`config.mk`:
```
export PLATFORM = sky130hd
export DESIGN_NAME = latch_pipe_hs
export DESIGN_NICKNAME = d
export VERILOG_FILES = /design/src/rtl/latch_pipe_hs.sv
export SDC_FILE = /design/constraint.sdc
export NUM_CORES = 1
export LEC_CHECK = 0
export ABC_AREA = 1
export BUFFER_PORTS_ARGS = -buffer_cell sky130_fd_sc_hd__buf_2
export CORE_MARGIN = 8
export CORE_UTILIZATION = 49
export DETAILED_ROUTE_END_ITERATION = 10
export GPL_TIMING_DRIVEN = 0
export PLACE_DENSITY = 0.88
export SYNTH_ARGS = -nofsm -noshare
export SYNTH_HDL_FRONTEND = slang
export SYNTH_SLANG_ARGS = --single-unit
```
`constraint.sdc`:
```
create_clock -name clk -period 2.3 [get_ports clk]
set_input_delay 0.115 -clock clk [delete_from_list [all_inputs] [get_ports clk]]
set_output_delay 0.115 -clock clk [all_outputs]
set_load 0.03 [all_outputs]
```
`src/rtl/latch_pipe_hs.sv`:
```
// Inter-stage latch carrying {instr, instr_set, pc} with valid/ready and sync flush.
// Define LATCH_SKID_EN for a 2-entry skid buffer with a registered in_ready.
`ifndef ISET_BASE
`define ISET_BASE '0
`endif

module latch_pipe_hs #(
  parameter int INSTR_W = 12,
  parameter int ISET_W = 4,
  parameter int PC_W = 12,
  parameter logic [ISET_W-1:0] ISET_RST = `ISET_BASE
) (
  input  logic               clk,
  input  logic               rst_n,
  input  logic               flush,
  input  logic               in_valid,
  output logic               in_ready,
  input  logic [INSTR_W-1:0] instr_in,
  input  logic [ISET_W-1:0]  instr_set_in,
  input  logic [PC_W-1:0]    pc_in,
  output logic               out_valid,
  input  logic               out_ready,
  output logic [INSTR_W-1:0] instr_out,
  output logic [ISET_W-1:0]  instr_set_out,
  output logic [PC_W-1:0]    pc_out
);

  typedef struct packed {
    logic [INSTR_W-1:0] instr;
    logic [ISET_W-1:0]  iset;
    logic [PC_W-1:0]    pc;
  } beat_t;

  localparam beat_t BEAT_RST = '{
    instr: '0,
    iset: ISET_RST,
    pc: '0
  };

  beat_t in_beat;
  beat_t main_q;
  beat_t main_d;
  logic  main_valid;
  logic  main_valid_d;
  logic  accept;
  logic  fire;

  assign in_beat = '{
    instr: instr_in,
    iset: instr_set_in,
    pc: pc_in
  };

  assign accept = in_valid & in_ready;
  assign fire = main_valid & out_ready;

  assign out_valid = main_valid;
  assign instr_out = main_q.instr;
  assign instr_set_out = main_q.iset;
  assign pc_out = main_q.pc;

`ifdef LATCH_SKID_EN
  beat_t skid_q;
  beat_t skid_d;
  logic  skid_valid;
  logic  skid_valid_d;

  // Registered ready: only a full skid entry blocks upstream.
  assign in_ready = !skid_valid;

  always_comb begin
    main_d = main_q;
    main_valid_d = main_valid;
    skid_d = skid_q;
    skid_valid_d = skid_valid;
    if (flush) begin
      main_valid_d = 1'b0;
      skid_valid_d = 1'b0;
    end else if (skid_valid) begin
      if (fire) begin
        main_d = skid_q;
        main_valid_d = 1'b1;
        skid_valid_d = 1'b0;
      end
    end else if (accept) begin
      if (!main_valid || fire) begin
        main_d = in_beat;
        main_valid_d = 1'b1;
      end else begin
        skid_d = in_beat;
        skid_valid_d = 1'b1;
      end
    end else if (fire) begin
      main_valid_d = 1'b0;
    end
  end

  always_ff @(posedge clk or negedge rst_n) begin
    if (!rst_n) begin
      skid_q <= '0;
      skid_valid <= 1'b0;
    end else begin
      skid_q <= skid_d;
      skid_valid <= skid_valid_d;
    end
  end
`else
  assign in_ready = !main_valid | out_ready;

  always_comb begin
    main_d = main_q;
    main_valid_d = main_valid;
    if (flush) begin
      main_valid_d = 1'b0;
    end else if (accept) begin
      main_d = in_beat;
      main_valid_d = 1'b1;
    end else if (fire) begin
      main_valid_d = 1'b0;
    end
  end
`endif

  always_ff @(posedge clk or negedge rst_n) begin
    if (!rst_n) begin
      main_q <= BEAT_RST;
      main_valid <= 1'b0;
    end else begin
      main_q <= main_d;
      main_valid <= main_valid_d;
    end
  end

endmodule

```
==> impl_metrics.toml, run 1 <==
[cts]
ctsResizeCount = 0
clk_pin_slew_ps = 90
tritoncts = "built"
cts_max_level = 2
cts_root_buf = "clkbuf_4"
cts_setup_buffers = 0
worstSkewPairLatency_ps = 320
cts_hold_buf = 2
numCtsBuffers = 5
clk_path_buf_depth = 2
cts.sinks = 29

[sta]
timing.hold.ws_ps = 14.2
finalCritPeriodShare = 0.590
final_max_slew_viol_count = 0
max_freq_ghz = 0.737
slew_headroom = 0.589
tightest_slew_ps = 617
fin_crit_ps = 1360
fin_ws_ps = 942
tns_ps = 0
setup_viol = 0
skew_ps = 8.99
rsz0062_at_grt = "false"
hold_violations = 0

[layout]
multiInputGateArea_um2 = 489
fin_cells = 231
layout_common_cells = "buf_2 (63), nand2_1 (56), dfrtp_1 (29), nand3_2 (20), nand3_1 (8)"
layout_commonest_cell = "buf_2"
area_growth_pct = 33.7
final_nets = 232
n_antenna_cell = 0
drive_gt1_frac = 0.510
num-fill-cells = 240
seq_area_um2 = 726

[synth]
synth_area_per_cell_um2 = 10.5
yosysWarnings = 0
ys_seq_area_frac = 0.545
netlist_top_cells_area = "dfrtp_1 (55%), nand2_1 (16%), nand3_2 (15%), buf_12 (3.0%), nand3_1 (3.0%)"
ys_ff_latch = 29
synth_cell_types = 13
syn_inst = 127
synth_top_area_frac = 0.545
synth.cell_area_um2 = 1330
syn_nets = 160
synth_area_leader_cell = "dfrtp_1"

[worst_setup_path]
crit_required_ps = 2180
crit_family = "flip-flops"
path_cells = "nand2_4 -> buf_6 -> buf_2"
crit_path_max_incr_delay_ps = 410
worstPathBufferInverterCount = 2
critPathKind = "register to output port"
crit_cells = 3
cp_slowest_cell = "dfrtp_1"
end_kind = "output port"
cp.arrival_ps = 1240
cp-start-kind = "register"
worstRegToRegCells = 5
cp_max_fo = 10

[detailed_routing]
drcViolationCount = 0
drtPass1Iterations = 4
top_layer_used = "met4"
first_iter_violations = 43
routed-wl-met3_um = 298
vias = 1077
wl_mm = 3.10
routedWlPerCell_um = 13.4
ant_nets = 0
via_per_inst = 4.66
wl_met1_mm = 1.21
dr_wl_met2_mm = 1.56

[floorplan]
row_count = 19
dieArea_um2 = 4640
die_w_um = 68.1
io_pins = 63
core_area_um2 = 2660
start_util = 0.500
die_h_um = 68.1

[power]
powerDensity_nw_per_um2 = 768
leakagePower_nw = 1.01
power_w = 0.00137
irDropWorstVdd_mv = 0.625

[global_routing]
grtUsageTotal = 0.147
antenna_found_initial = 0
grt_pass1_vias = 1132
grt_pass1_wl_mm = 5.11
grt_remaining_overflow = 0
grt_max_degree = 30

[outcome]
outcome = "finished, final reports clean"

[hold_path]
min_path_type = "primary input to register"
holdPathStages = 3

[place]
place_ws_ps = 1230
portBuffers = 62
hpwl_mm = 2.34
place_inst = 220
place_congestion = 0.721

[run]
drv_cap = 0
[worst paths after layout]
| kind | start | end | slack (ps) |
|---|---|---|---|
| worst min register to register | pc_out[7]$_DFFE_PN0P_ | pc_out[7]$_DFFE_PN0P_ | 470 |
| worst max register to register | out_valid$_DFFE_PN0P_ | pc_out[3]$_DFFE_PN0P_ | 1230 |
| worst max-delay path | out_valid$_DFFE_PN0P_ | in_ready | 940 |
| max in group asynchronous | rst_n | pc_out[6]$_DFFE_PN0P_ | 1550 |
| worst min-delay path | instr_in[2] | instr_out[2]$_DFFE_PN0P_ | 10 |
| min in group asynchronous | rst_n | instr_set_out[0]$_DFFE_PN0P_ | 340 |
[cells in the mapped netlist]
master	instances
dfrtp_1	29
nor2_4	1
buf_6	3
nand3_1	8
nand2_4	2
nand3_2	20
a21oi_1	1
inv_2	1
nand2_1	56
buf_12	2
buf_8	2
inv_1	1
buf_2	1
[logic make-up (layout without fill, tap and decap cells)]
kind of cell    count (synthesis)  after routing  synth area share
simple gates                   87             87             0.364
flops                          29             29             0.545
compound gates                  1              1           0.00376
buf+inv                        10             83            0.0874
[power by group]
part           switching (W)  internal [W]  leakage (nW)  total [W]
clock network       0.000173      0.000177        0.0413   0.000350
registers          0.0000360      0.000582         0.359   0.000618
logic               0.000273      0.000127         0.605   0.000400
total               0.000482      0.000885          1.01    0.00137
[per-stage QoR]
stage               area (um^2)   util
detailed placement         1680  0.631
floorplan                  1330      -
global route               1780  0.669
finish                     1780  0.669
global placement           1680  0.631
CTS                        1770  0.665
[per-layer routing]
layer  track usage  vias up
met5             0        -
met2         0.245       38
met4        0.0460        0
met3        0.0818        4
met1         0.156      489
li1              -      546
[flip-flops by register name, summed over array words and instances, names as in the netlist]
| signal | count |
|---|---|
| pc_out | 12 |
| instr_out | 12 |
| instr_set_out | 4 |
| out_valid | 1 |
[cell type report]
| cell class | count | share of cell area |
|---|---|---|
| plain buffers | 8 | 0.0611 |
| multi-input cells | 88 | 0.275 |
| clock inverters | 1 | 0.00281 |
| clock buffers | 7 | 0.0365 |
| flip-flops and latches | 29 | 0.408 |
| well taps | 31 | 0.0218 |
| inverters | 2 | 0.00422 |
| repair buffers | 65 | 0.191 |
[worst reg2reg max path, cell delays in order (launching register included)]
cell,delay [ps]
dfrtp_1,410
nand2_4,120
nand2_4,100
buf_2,210
nand2_1,70
nand2_1,50
(Power assumes the default switching activity.)
==> run 2: changes to the inputs <==
--- a/config.mk
+++ b/config.mk
@@ -5,13 +5,13 @@
 export SDC_FILE = /design/constraint.sdc
 export NUM_CORES = 1
 export LEC_CHECK = 0
-export ABC_AREA = 1
+export ABC_AREA = 0
 export BUFFER_PORTS_ARGS = -buffer_cell sky130_fd_sc_hd__buf_2
 export CORE_MARGIN = 8
-export CORE_UTILIZATION = 49
+export CORE_UTILIZATION = 39
 export DETAILED_ROUTE_END_ITERATION = 10
 export GPL_TIMING_DRIVEN = 0
-export PLACE_DENSITY = 0.88
+export PLACE_DENSITY = 0.77
 export SYNTH_ARGS = -nofsm -noshare
 export SYNTH_HDL_FRONTEND = slang
 export SYNTH_SLANG_ARGS = --single-unit
==> constraint.sdc (replaced) <==
create_clock -name clk -period 1.1 [get_ports clk]
set_input_delay 0.055 -clock clk [delete_from_list [all_inputs] [get_ports clk]]
set_output_delay 0.055 -clock clk [all_outputs]
set_load 0.03 [all_outputs]
==> impl_metrics.toml, run 2 <==
[worst_setup_path]
crit_path_start = "out_valid$_DFFE_PN0P_"
r2r_slack_ps = -360
cp.arrival_ps = 1650
crit_required_ps = 1300
reg2reg_to = "pc_out[8]$_DFFE_PN0P_"
cp-start-kind = "register"
critPathKind = "register to register"
cp_max_fo = 10
end_kind = "register"
worstRegToRegCells = 5
r2r_start = "out_valid$_DFFE_PN0P_"

[floorplan]
start_util = 0.401
die_w_um = 71.6
die_h_um = 71.6
row_count = 20
dieArea_um2 = 5120
io_pins = 63
core_area_um2 = 3000

[sta]
slew_headroom = 0.586
fin_crit_ps = 1460
setup_viol = 29
skew_ps = 4.77
tightest_slew_ps = 622
fin_ws_ps = -357
max_freq_ghz = 0.687
finalCritPeriodShare = 1.32
rsz0062_at_grt = "true"
final_max_slew_viol_count = 0
timing.hold.ws_ps = -85.6
tns_ps = -9380
hold_violations = 1

[synth]
synth_edf_count = 0
yosysMostFrequentCell = "dfrtp_1"
synthFlopType = "dfrtp_1"
synth_top_area_frac = 0.602
synth.cell_area_um2 = 1200
yosysWarnings = 0
netlist_top_cells_area = "dfrtp_1 (60%), mux2_4 (25%), mux2_2 (7.5%), buf_12 (3.3%), nor2b_4 (1.1%)"
syn_nets = 98
synth_area_per_cell_um2 = 18.5
synthArstFlopShare = 1.00
synthTopCellsByCount = "dfrtp_1 (29), mux2_4 (20), mux2_2 (8), buf_12 (2), nor2_1 (2)"
ys_ff_latch = 29
synth_cell_types = 9
synth_area_leader_cell = "dfrtp_1"
syn_inst = 65
ys_seq_area_frac = 0.602

[cts]
cts_max_level = 2
cts.sinks = 29
worstSkewPairLatency_ps = 310
numCtsBuffers = 5
cts_root_buf = "clkbuf_4"
clk_path_buf_depth = 2
clk_pin_slew_ps = 80
tritoncts = "built"
cts_hold_buf = 29

[hold_path]
min_to = "out_valid$_DFFE_PN0P_"
holdPathStages = 2
hp-start = "flush"
min_path_type = "primary input to register"

[detailed_routing]
drcViolationCount = 0
ant_nets = 0
vias = 927
first_iter_violations = 36
wl_mm = 3.15
routedWlPerCell_um = 15.6
via_per_inst = 4.59
drtPass1Iterations = 2

[layout]
layout_common_cells = "buf_2 (61), dlygate4sd3_1 (29), dfrtp_1 (28), mux2_4 (26), clkbuf_4 (5)"
n_antenna_cell = 0
final_nets = 202
layout_commonest_cell = "buf_2"
area_growth_pct = 65.4
drive_gt1_frac = 0.645

[power]
powerDensity_nw_per_um2 = 1540
leakagePower_nw = 1.01
irDropWorstVdd_mv = 0.852

[global_routing]
grt_pass1_vias = 1035
antenna_found_initial = 0
grtUsageTotal = 0.127
grt_max_degree = 30
grt_remaining_overflow = 0
grt_pass1_wl_mm = 4.97

[outcome]
outcome = "finished, violations left"
violations = "hold timing, setup timing"

[place]
place_congestion = 0.659
place_ws_ps = -368
hpwl_mm = 2.10
portBuffers = 62

[run]
drv_cap = 0
==> run 2: cell count changes after synthesis, sizes merged <==
cell / change
buf: -5
mux2: +28
nand2: -58
inv: -1
nor2b: +1
nor2: +1
nand3: -28
a21oi: -1
nor3b: +1
==> run 2: final cells by class <==
class                      instances  area (um^2)
tap                               33         41.3
inverter                           1         3.75
fill                             222         1010
sequential                        29          727
timing repair buffer              97          668
multi-input combinational         32          447
clock buffer                       7         55.1
buffer                             3         51.3
==> run 2: report_power, final <==
| group | internal (W) | switching, W | leakage, nW | total, W |
|---|---|---|---|---|
| logic | 0.000513 | 0.000593 | 0.642 | 0.00111 |
| registers | 0.00124 | 0.0000991 | 0.341 | 0.00134 |
| clock network | 0.000301 | 0.000318 | 0.0314 | 0.000619 |
==> run 2: kinds of logic after synthesis <==
kind of cell,count (synthesis),share of synthesized area
flip-flops,29,0.602
multiplexers,28,0.324
AND/OR/NAND/NOR,4,0.0280
buffers and inverters,4,0.0457
==> run 2: repair_timing <==
item,CTS,global route
hold endpoints to repair,58,1
endpoints found under the setup margin,29,29
resized for setup,6,4
buffers inserted,5,2
gates cloned,0,0
==> run 2: critical path: stages, from the launching register on <==
cell	delay, ps
dfrtp_2	400
nor2b_4	130
nor3b_2	170
buf_6	180
buf_12	160
mux2_4	310
==> run 2: metrics by stage <==
step	hold WS (ps)	std cells	area, um^2	power (W)	utilization
floorplan	-241	65	1210	0.00201	-
global placement	92.4	160	1560	0.00231	0.519
detailed placement	108	160	1560	0.00234	0.519
CTS	-108	201	1970	0.00308	0.656
global route	-92.9	202	1990	0.00321	0.664
finish	-85.6	202	1990	0.00307	0.664
==> run 2: metal layers <==
| metal | share of wire | global-route usage |
|---|---|---|
| met5 | 0 | 0 |
| met1 | 0.36 | 0.126 |
| met3 | 0.062 | 0.0404 |
| met2 | 0.55 | 0.226 |
| met4 | 0.023 | 0.0748 |
==> run 2: how the worst max path moves through the flow <==
stage | to | slack, ps
finish | pc_out[8]$_DFFE_PN0P_ | -360
global route | pc_out[6]$_DFFE_PN0P_ | -400
CTS | pc_out[10]$_DFFE_PN0P_ | -350
detailed placement | pc_out[7]$_DFFE_PN0P_ | -370
global placement | pc_out[6]$_DFFE_PN0P_ | -340
floorplan | instr_out[0]$_DFFE_PN0P_ | -400
==> run 3: changes to the inputs <==
==> constraint.sdc (replaced) <==
create_clock -name clk -period 1.2 [get_ports clk]
set_input_delay 0.06 -clock clk [delete_from_list [all_inputs] [get_ports clk]]
set_output_delay 0.06 -clock clk [all_outputs]
set_load 0.03 [all_outputs]
==> impl_metrics.toml, run 3 (synthesis gave the netlist of run 2 again) <==
[sta]
finalCritPeriodShare = 1.21
setup_viol = 28
skew_ps = 4.77
timing.hold.ws_ps = -80.6
final_max_slew_viol_count = 0
hold_violations = 1
rsz0062_at_grt = "true"
max_freq_ghz = 0.687
slew_headroom = 0.586
tightest_slew_ps = 622
tns_ps = -6490
fin_crit_ps = 1460
fin_ws_ps = -257

[global_routing]
grt_pass1_vias = 1035
grt_remaining_overflow = 0
grtUsageTotal = 0.127
grt_pass1_wl_mm = 4.97
antenna_found_initial = 0
grt_max_degree = 30

[floorplan]
die_h_um = 71.6
io_pins = 63
row_count = 20
dieArea_um2 = 5120
die_w_um = 71.6
core_area_um2 = 3000
start_util = 0.401

[detailed_routing]
routedWlPerCell_um = 15.6
drcViolationCount = 0
wl_mm = 3.15
ant_nets = 0
via_per_inst = 4.59
drtPass1Iterations = 2
first_iter_violations = 36
vias = 927

[power]
irDropWorstVdd_mv = 0.781
p_seq_frac = 0.438
clkPwrFrac = 0.202
p_comb_frac = 0.361
p_sw_frac = 0.329
leakagePower_nw = 1.01
p_switching_w = 0.000926
internal-power_w = 0.00189
powerDensity_nw_per_um2 = 1410

[layout]
area_growth_pct = 65.4
n_antenna_cell = 0
post-route-cell-area_um2 = 1990
layout_commonest_cell = "buf_2"
final_util = 0.664
layout_common_cells = "buf_2 (61), dlygate4sd3_1 (29), dfrtp_1 (28), mux2_4 (26), clkbuf_4 (5)"
num-fill-cells = 222
drive_gt1_frac = 0.645
final_nets = 202

[worst_setup_path]
end_kind = "register"
crit_required_ps = 1400
critPathKind = "register to register"
cp_max_fo = 10
cp-start-kind = "register"
cp.arrival_ps = 1650

[cts]
clk_path_buf_depth = 2
tritoncts = "built"
clk_pin_slew_ps = 80
cts_max_level = 2
cts_hold_buf = 29
numCtsBuffers = 5
cts_root_buf = "clkbuf_4"
cts.sinks = 29
worstSkewPairLatency_ps = 310

[hold_path]
min_path_type = "primary input to register"

[place]
place_area_um2 = 1560
portBuffers = 62
place_congestion = 0.659
hpwl_mm = 2.10

[outcome]
outcome = "finished, violations left"
violations = "hold timing, setup timing"

[run]
drv_cap = 0
==> run 3: worst paths after layout <==
check / start / end / slack, ps / cells past startpoint
setup / recovery: out_valid$_DFFE_PN0P_ / pc_out[8]$_DFFE_PN0P_ / -260 / 5
setup reg to reg: out_valid$_DFFE_PN0P_ / pc_out[8]$_DFFE_PN0P_ / -260 / 5
hold / removal: flush / out_valid$_DFFE_PN0P_ / -80 / 2
max in group asynchronous: rst_n / out_valid$_DFFE_PN0P_ / 450 / 2
hold reg to reg: pc_out[6]$_DFFE_PN0P_ / pc_out[6]$_DFFE_PN0P_ / 510 / 1
min in group asynchronous: rst_n / instr_set_out[1]$_DFFE_PN0P_ / 320 / 2
==> run 3: layout make-up <==
cell class / instances / area [um^2] / share of cell area
multi-input cells: 32 / 447 / 0.224
repair buffers: 97 / 668 / 0.335
plain buffers: 3 / 51.3 / 0.0257
inverters: 1 / 3.75 / 0.00188
well taps: 33 / 41.3 / 0.0207
flip-flops and latches: 29 / 727 / 0.365
clock buffers: 7 / 55.1 / 0.0276
==> run 3: metrics by stage <==
step | instances | power [W] | setup slack (ps)
detailed placement | 160 | 0.00214 | -268
global placement | 160 | 0.00212 | -239
floorplan | 65 | 0.00185 | -298
finish | 202 | 0.00281 | -257
CTS | 201 | 0.00282 | -253
global route | 202 | 0.00294 | -299
==> run 3: worst max-delay path, cell delays in order, from the launching register on <==
cell	delay, ps
dfrtp_2	400
nor2b_4	130
nor3b_2	170
buf_6	180
buf_12	160
mux2_4	310
==> run 3: repair_timing <==
action                                 in CTS  in global routing
setup endpoints to repair                  28                 29
resized for setup                           6                  4
endpoints found under the hold margin      58                  1
setup buffers                               5                  2
==> run 3: metal layers <==
metal / track usage / share of wire / up-vias
met5: 0 / 0 / -
met4: 0.0748 / 0.023 / 0
met3: 0.0404 / 0.062 / 9
met2: 0.226 / 0.55 / 35
met1: 0.126 / 0.36 / 452
li1: - / - / 431
==> run 3: power by group through the flow <==
stage | Clock, W | Sequential (W) | Combinational, W
after floorplan | 0 | 0.00157 | 0.000273
after CTS | 0.000589 | 0.00123 | 0.00101
final | 0.000567 | 0.00123 | 0.00101
after global routing | 0.000625 | 0.00125 | 0.00107
after detailed placement | 0 | 0.00124 | 0.000900
after global placement | 0 | 0.00123 | 0.000886
